$ cat src/rtl/bus_arbiter_pkg.sv
// Shared definitions for the two-master bus arbiter: FSM encoding,
// parameter defaults and the per-master request bundle.
package bus_arbiter_pkg;

  localparam logic [1:0] ST_IDLE  = 2'd0;
  localparam logic [1:0] ST_BUSY0 = 2'd1;
  localparam logic [1:0] ST_BUSY1 = 2'd2;

  localparam int unsigned TIMEOUT_DEFAULT       = 255;
  localparam logic [31:0] TIMEOUT_RDATA_DEFAULT = 32'hFFFF_FFFF;

  typedef struct packed {
    logic [31:0] addr;
    logic [31:0] wdata;
    logic [3:0]  wstrb;
  } bus_req_t;

endpackage

$ cat src/rtl/bus_arbiter_timer.sv
// Wait counter for a granted transfer; flags the last allowed cycle
// before the arbiter forces completion.
module bus_timer #(
  parameter int unsigned TIMEOUT = 255
) (
  input  logic clk,
  input  logic resetn,
  input  logic clr,
  input  logic en,
  output logic expired
);

  localparam logic [15:0] LAST_CNT = 16'(TIMEOUT - 1);

  logic [15:0] cnt_reg, cnt_next;

  always_comb begin
    cnt_next = cnt_reg;
    if (clr)
      cnt_next = '0;
    else if (en)
      cnt_next = cnt_reg + 16'd1;
  end

  always_ff @(posedge clk or negedge resetn) begin
    if (!resetn)
      cnt_reg <= '0;
    else
      cnt_reg <= cnt_next;
  end

  assign expired = (cnt_reg == LAST_CNT);

endmodule

$ cat src/rtl/bus_arbiter.sv
// Round-robin arbiter between the CPU (m0) and DMA (m1) onto one shared
// slave port, with forced completion when the slave never answers.
module bus_arbiter
  import bus_arbiter_pkg::*;
#(
  parameter int unsigned TIMEOUT       = TIMEOUT_DEFAULT,
  parameter logic [31:0] TIMEOUT_RDATA = TIMEOUT_RDATA_DEFAULT
) (
  input  logic        clk,
  input  logic        resetn,
  input  logic        m0_valid,
  output logic        m0_ready,
  input  logic [31:0] m0_addr,
  input  logic [31:0] m0_wdata,
  input  logic [3:0]  m0_wstrb,
  output logic [31:0] m0_rdata,
  input  logic        m1_valid,
  output logic        m1_ready,
  input  logic [31:0] m1_addr,
  input  logic [31:0] m1_wdata,
  input  logic [3:0]  m1_wstrb,
  output logic [31:0] m1_rdata,
  output logic        s_valid,
  input  logic        s_ready,
  output logic [31:0] s_addr,
  output logic [31:0] s_wdata,
  output logic [3:0]  s_wstrb,
  input  logic [31:0] s_rdata,
  output logic [1:0]  owner,
  output logic        timeout
);

  logic [1:0]  state_reg, state_next;
  logic        last_reg, last_next;
  logic [1:0]  valid_vec, grant_vec, ready_vec;
  logic [31:0] rdata_vec [2];
  bus_req_t    req_vec [2];
  bus_req_t    s_req;
  logic        busy, own_idx, own_valid, expired, done_ok, done_to;

  assign valid_vec  = {m1_valid, m0_valid};
  assign req_vec[0] = {m0_addr, m0_wdata, m0_wstrb};
  assign req_vec[1] = {m1_addr, m1_wdata, m1_wstrb};

  assign grant_vec = {state_reg == ST_BUSY1, state_reg == ST_BUSY0};
  assign busy      = |grant_vec;
  assign own_idx   = grant_vec[1];
  assign own_valid = |(grant_vec & valid_vec);
  // A slave answer in the expiry cycle still wins over the forced completion
  assign done_ok   = own_valid & s_ready;
  assign done_to   = own_valid & expired & ~s_ready;

  genvar gi;
  generate
    for (gi = 0; gi < 2; gi++) begin : g_master
      assign ready_vec[gi] = grant_vec[gi] & valid_vec[gi] & (s_ready | expired);
      assign rdata_vec[gi] = !grant_vec[gi] ? 32'd0 :
                             (done_to ? TIMEOUT_RDATA : s_rdata);
    end
  endgenerate

  always_comb begin
    state_next = state_reg;
    last_next  = last_reg;
    case (state_reg)
      ST_IDLE: begin
        if (m0_valid && m1_valid)
          state_next = last_reg ? ST_BUSY0 : ST_BUSY1;
        else if (m0_valid)
          state_next = ST_BUSY0;
        else if (m1_valid)
          state_next = ST_BUSY1;
      end
      ST_BUSY0, ST_BUSY1: begin
        // A withdrawn request frees the bus without counting as a turn
        if (!own_valid) begin
          state_next = ST_IDLE;
        end else if (done_ok || done_to) begin
          state_next = ST_IDLE;
          last_next  = own_idx;
        end
      end
      default: state_next = ST_IDLE;
    endcase
  end

  always_ff @(posedge clk or negedge resetn) begin
    if (!resetn) begin
      state_reg <= ST_IDLE;
      last_reg  <= 1'b1;
    end else begin
      state_reg <= state_next;
      last_reg  <= last_next;
    end
  end

  bus_timer #(.TIMEOUT(TIMEOUT)) u_timer (
    .clk     (clk),
    .resetn  (resetn),
    .clr     (!busy),
    .en      (own_valid & ~s_ready),
    .expired (expired)
  );

  assign s_req    = busy ? req_vec[own_idx] : '0;
  assign s_addr   = s_req.addr;
  assign s_wdata  = s_req.wdata;
  assign s_wstrb  = s_req.wstrb;
  assign s_valid  = own_valid & ~done_to;
  assign owner    = grant_vec;
  assign timeout  = done_to;
  assign m0_ready = ready_vec[0];
  assign m1_ready = ready_vec[1];
  assign m0_rdata = rdata_vec[0];
  assign m1_rdata = rdata_vec[1];

endmodule
$ cat config.mk
export PLATFORM = sky130hd
export DESIGN_NAME = bus_arbiter
export DESIGN_NICKNAME = d
export VERILOG_FILES = /design/src/rtl/bus_arbiter_pkg.sv /design/src/rtl/bus_arbiter_timer.sv /design/src/rtl/bus_arbiter.sv
export SDC_FILE = /design/constraint.sdc
export NUM_CORES = 1
export LEC_CHECK = 0
export CORE_AREA = 2 2 121 123
export CTS_CLUSTER_SIZE = 12
export DETAILED_ROUTE_END_ITERATION = 16
export DIE_AREA = 0 0 123 125
export SLEW_MARGIN = 20
export SYNTH_ARGS = -nofsm -noshare
export SYNTH_HDL_FRONTEND = slang
export SYNTH_SLANG_ARGS = --single-unit
$ cat constraint.sdc
create_clock -name clk -period 2.35 [get_ports clk]
set_clock_uncertainty 0.1 [all_clocks]
set_input_delay 0.3525 -clock clk [delete_from_list [all_inputs] [get_ports clk]]
set_output_delay 0.3525 -clock clk [all_outputs]
set_load 0.02 [all_outputs]
==> After elaboration in Yosys (flattened, before gate mapping) <==
Cells that the tools add are included.
Widths: inputs -> output; s select.
{ "word_totals": {"ff_bits": 19, "inputBits": 173, "output_inout_bits": 138, "word_cells": 48} }
{ "op_classes": {"n_addsub": 1, "order_cmp": 1, "n_eq_ne": 6, "muxes": 16, "n_bitwise": 14, "reduce_logical": 7} }
{ "ops": {"columns": ["operator", "n"], "rows": [
  ["$mux 68", 4],
  ["$mux 32", 3],
  ["$mux 16", 2],
  ["$add 16x1->16 const B", 1],
  ["$eq 16x8->1 const B", 1],
  ["$mux 2", 6],
  ["$and 1x1->1", 9],
  ["$ne 4x4->1 const B", 1],
  ["$pmux 2 s2", 1],
  ["$reduce_or 2->1", 2],
  ["$ne 3x2->1 const B", 1],
  ["$reduce_and 3->1", 1],
  ["$and 2x2->2", 1],
  ["$eq 2x1->1 const B", 1],
  ["$eq 2x2->1 const B", 1],
  ["$ge 2x2->1 const B", 1],
  ["$logic_not 2->1", 1],
  ["$ne 2x1->1 const B", 1],
  ["$not 1->1", 2],
  ["$not 1->2", 1],
  ["$reduce_and 2->1", 1],
  ["$logic_and 1x1->1", 1],
  ["$logic_or 1x1->1", 1],
  ["$or 1x1->1", 1]
]} }

==> Longest topological paths before layout <==
{ "logic_depth": {"word_depth": 9, "depth_mapped": 9, "ltp_nobuf": 6} }

==> Hierarchy <==
A second synthesis with hierarchy kept.
{ "unflattened": {"hier_cells": 354, "hier_area_um2": 2795.2} }
{ "by_module_without_submodules": {"columns": ["module", "instances", "cells_each", "area_per_inst_um2", "seq_area_each_um2"], "rows": [
  ["bus_arbiter", 1, 265, 1930.6, 76.3],
  ["bus_timer", 1, 89, 864.6, 400.4]
]} }

==> Worst setup path after synthesis <==
OpenSTA, ideal clock, no wires.
{ "synth_timing": {"kind": "register to output", "from": "register u_timer.cnt_reg[12]", "to": "output m0_rdata[14]", "t_arrival_ns": 2.217, "t_required_ns": 1.898, "slack_ns": -0.320, "stages_incl_launch_ff": 8, "path_buffers": 3, "cell_sequence": "dfrtp_1 -> or4_1 -> or4_1 -> buf_2 -> nor3_2 -> buf_4 -> buf_6 -> o21a_1"} }
{ "synth_between": {"elab_chain_len": 5} }
{ "synth_rtl": {"columns": ["item", "line_no", "text"], "rows": [
  ["from (decl)", "bus_arbiter_timer.sv:15", "logic [15:0] cnt_reg, cnt_next;"],
  ["from (signal assigned)", "bus_arbiter_timer.sv:29", "cnt_reg <= cnt_next;"],
  ["$eq 16x8->1", "bus_arbiter_timer.sv:32", "assign expired = (cnt_reg == LAST_CNT);"],
  ["$and 1x1->1 (2 in a row)", "bus_arbiter.sv:51", "assign done_to = own_valid & expired & ~s_ready;"],
  ["$mux 32", "bus_arbiter.sv:58", "(done_to ? TIMEOUT_RDATA : s_rdata);"],
  ["$mux 32", "bus_arbiter.sv:57", "assign rdata_vec[gi] = !grant_vec[gi] ? 32'd0 :"],
  ["to (decl)", "bus_arbiter.sv:16", "output logic [31:0] m0_rdata,"]
]} }
No other way between the ends.

==> Worst setup path in the final report <==
{ "layout_timing": {"from": "register u_timer.cnt_reg[12]", "to": "output m1_rdata[6]"} }
{ "layout_between": {"elab_chain_len": 5} }
{ "layout_rtl": {"columns": ["item", "line_no", "text"], "rows": [
  ["$eq 16x8->1", "bus_arbiter_timer.sv:32", null],
  ["$and 1x1->1 (2 in a row)", "bus_arbiter.sv:51", null],
  ["$mux 32", "bus_arbiter.sv:58", null],
  ["$mux 32", "bus_arbiter.sv:57", null],
  ["to (decl)", "bus_arbiter.sv:22", "output logic [31:0] m1_rdata,"]
]} }
No other way between the ends.

==> impl_metrics.env <==
export IMPL_cts_tree="yes"
export IMPL_via_count=4035
export IMPL_dr_pass1_iters=4
export IMPL_final_common_cell="clkdlybuf4s50_1"
export IMPL_avgSynthCellArea_um2=7.61
export IMPL_grt_pass1_vias=4039
export IMPL_die_area_um2=15400
export IMPL_grt_max_degree=35
export IMPL_cts_htree_levels=1
export IMPL_ios=311
export IMPL_rsz0062_at_grt="true"
export IMPL_critical_path_startpoint_type="flop"
export IMPL_drc=0
export IMPL_pwr_density_cell_nw_per_um2=1120
export IMPL_maxSlewViolCount=0
export IMPL_synthSimpleGateAreaFrac_pct=21.6
export IMPL_synth_top_family_by_area="multiplexers"
export IMPL_dp_final_hpwl_mm=13.3
export IMPL_cts_path_max_buffers=2
export IMPL_worstMarginPinSlew_ns=0.399
export IMPL_cts_sinks=19
export IMPL_required_ns=1.90
export IMPL_worst_setup_path_end_kind="output port"
export IMPL_drt_vias_per_instance=4.51
export IMPL_ys_seq_area_share_pct=17.6
export IMPL_synthCells=355
export IMPL_clock_latency_ns=0.25
export IMPL_start_util_pct=19.0
export IMPL_synthFlopType="dfrtp_1"
export IMPL_power_mw=7.99
export IMPL_synthXorXnorAreaFrac_pct=3.24
export IMPL_hold_violations=0
export IMPL_min_period_ns=3.05
export IMPL_fin_util_pct=50.4
export IMPL_timing_fmax_mhz=328
export IMPL_fp_dieH_um=125
export IMPL_critPathKind="flop to output port"
export IMPL_crit_arrival_ns=2.60
export IMPL_diodes=0
export IMPL_outcome="complete, but fails checks"
export IMPL_area_growth_pct=165
export IMPL_pre_cts_ws_ns=-0.855
export IMPL_io_buffers=310
export IMPL_dieWidth_um=123
export IMPL_maxCapViolCount=0
export IMPL_ys_types=44
export IMPL_synth_edf_count=0
export IMPL_syn_area_um2=2700
export IMPL_worstSetupStartpoint="u_timer.cnt_reg[12]"
export IMPL_dp_cells=873
export IMPL_leakage_nw=3.07
export IMPL_fill_cells=1399
export IMPL_hold_path_class="input port to async pin"
export IMPL_grt_overflow=0
export IMPL_rows=44
export IMPL_wirelength_mm=16.5
export IMPL_min_period_over_period_pct=130
export IMPL_final_setup_viol_count=71
export IMPL_wl_per_cell_um=18.5
export IMPL_layout_common_cells="clkdlybuf4s50_1 (172), nor2_1 (82), buf_4 (74)"
export IMPL_grt_pass1_wl_mm=23.2
export IMPL_clockRootBuffer="clkbuf_16"
export IMPL_r2r_start="u_timer.cnt_reg[12]"
export IMPL_first_iter_violations=119
export IMPL_ys_ff_latch=19
export IMPL_drive_gt1_share_pct=39.2
export IMPL_async_flop_share_pct=100
export IMPL_cp_max_fo=8
export IMPL_multi_input_area_um2=2460
export IMPL_final_cell_count_no_fill=895
export IMPL_synthAdderAreaFrac_pct=2.31
export IMPL_syn_nets=533
export IMPL_reg2regPathDepth=8
export IMPL_gp_congestion=0.952
export IMPL_cts_reportedPaths_clkPinSlew_ns=0.05
export IMPL_largest_reg_flops=16
export IMPL_setup_ws_ns=-0.702
export IMPL_holdWs_ns=0.337
export IMPL_ff_latch_area_um2=477
export IMPL_cts_inserted_buffers=3
export IMPL_synth_mux_area_share_pct=26.3
export IMPL_peakVddDrop_uv=507
export IMPL_yosysWarnings=0
export IMPL_antenna_left=0
export IMPL_synth_compound_area_share_pct=21.7
export IMPL_ctsHoldBuffers=0
export IMPL_core_area_um2=14200
export IMPL_finalNetCount=890
export IMPL_track_usage_pct=19.6
export IMPL_violations="negative setup slack"
export IMPL_slew_headroom_pct=73.2
export IMPL_antenna_found_initial=0
[metrics by stage]
step	TNS, ns	instance area [um^2]
2_1_floorplan	-15.07	3000
3_3_place_gp	-56.78	6660
3_5_place_dp	-60.59	6660
4_1_cts	-42.30	7000
5_1_grt	-49.25	7160
6_report	-44.90	7160
[repair_timing]
action                     in CTS  in global routing
gates resized for setup       442                160
setup endpoints to repair     129                111
buffers inserted                9                  4
pin swaps                       3                  3
cloned                          2                  4
[logic make-up after synthesis]
logic type | after synthesis
and+or+nand+nor | 129
muxes | 71
adders and majority gates | 5
DFF | 19
buffers and inverters | 41
AOI/OAI and AO/OA | 80
xor gates and xnor gates | 10
[layout make-up]
type	instances	share of cell area, %
repair buffers	387	54.3
multi-input cells	295	34.3
flip-flops and latches	19	6.66
well taps	184	3.22
clock buffers	4	1.10
inverters	6	0.384
[power breakdown]
group          leakage [nW]  internal [mW]  switching (mW)  total [mW]
clock                0.0382          0.231           0.123       0.354
sequential            0.259          0.371          0.0252       0.396
combinational          2.77           3.40            3.84        7.24
total                  3.07           4.01            3.98        7.99
[per-layer routing]
metal	part of all wire [%]	vias to the layer above	routed length, um	GRT usage (%)
li1	-	1961	-	-
met1	37	1846	6160	21.4
met2	52	203	8560	36.6
met3	7.9	25	1300	4.43
met4	3.1	0	514	6.42
met5	0	-	0	0
[critical path, stage by stage, from the launching register on]
cell       delay, ns
dfrtp_1         0.37
or4_1           0.52
or4_4           0.57
nor3_4          0.21
buf_12          0.14
clkbuf_16       0.15
clkbuf_16       0.16
o21a_4          0.13
buf_6           0.11
[worst paths after layout]
| check | to | slack, ns |
|---|---|---|
| setup reg to reg | state_reg[1] | -0.26 |
| max in group asynchronous | last_reg | 1.54 |
| setup / recovery | m1_rdata[6] | -0.70 |
| min in group clk | last_reg | 0.41 |
| hold / removal | u_timer.cnt_reg[4] | 0.34 |
| hold reg to reg | last_reg | 0.41 |
[Yosys cell counts, types with 2 or more instances]
cell type  number  area [um^2]
nor4_1          3         18.8
a21oi_1         5         25.0
buf_2           3         15.0
nand2b_1        3         18.8
or2_2           2         12.5
nor3_1          4         20.0
o21a_1         64          480
nand4_1         3         18.8
nor3b_1         3         22.5
dfrtp_1        18          450
buf_1           8         30.0
nand2_1        11         41.3
nand3_1         5         25.0
ha_1            5         62.6
mux2i_1        71          711
buf_4           2         15.0
nor2_1         84          315
or4_1           3         22.5
clkbuf_1       18         67.6
buf_6           4         45.0
xnor2_1         9         78.8
inv_1           5         18.8
No activity file was read; power rests on OpenSTA's default activity.
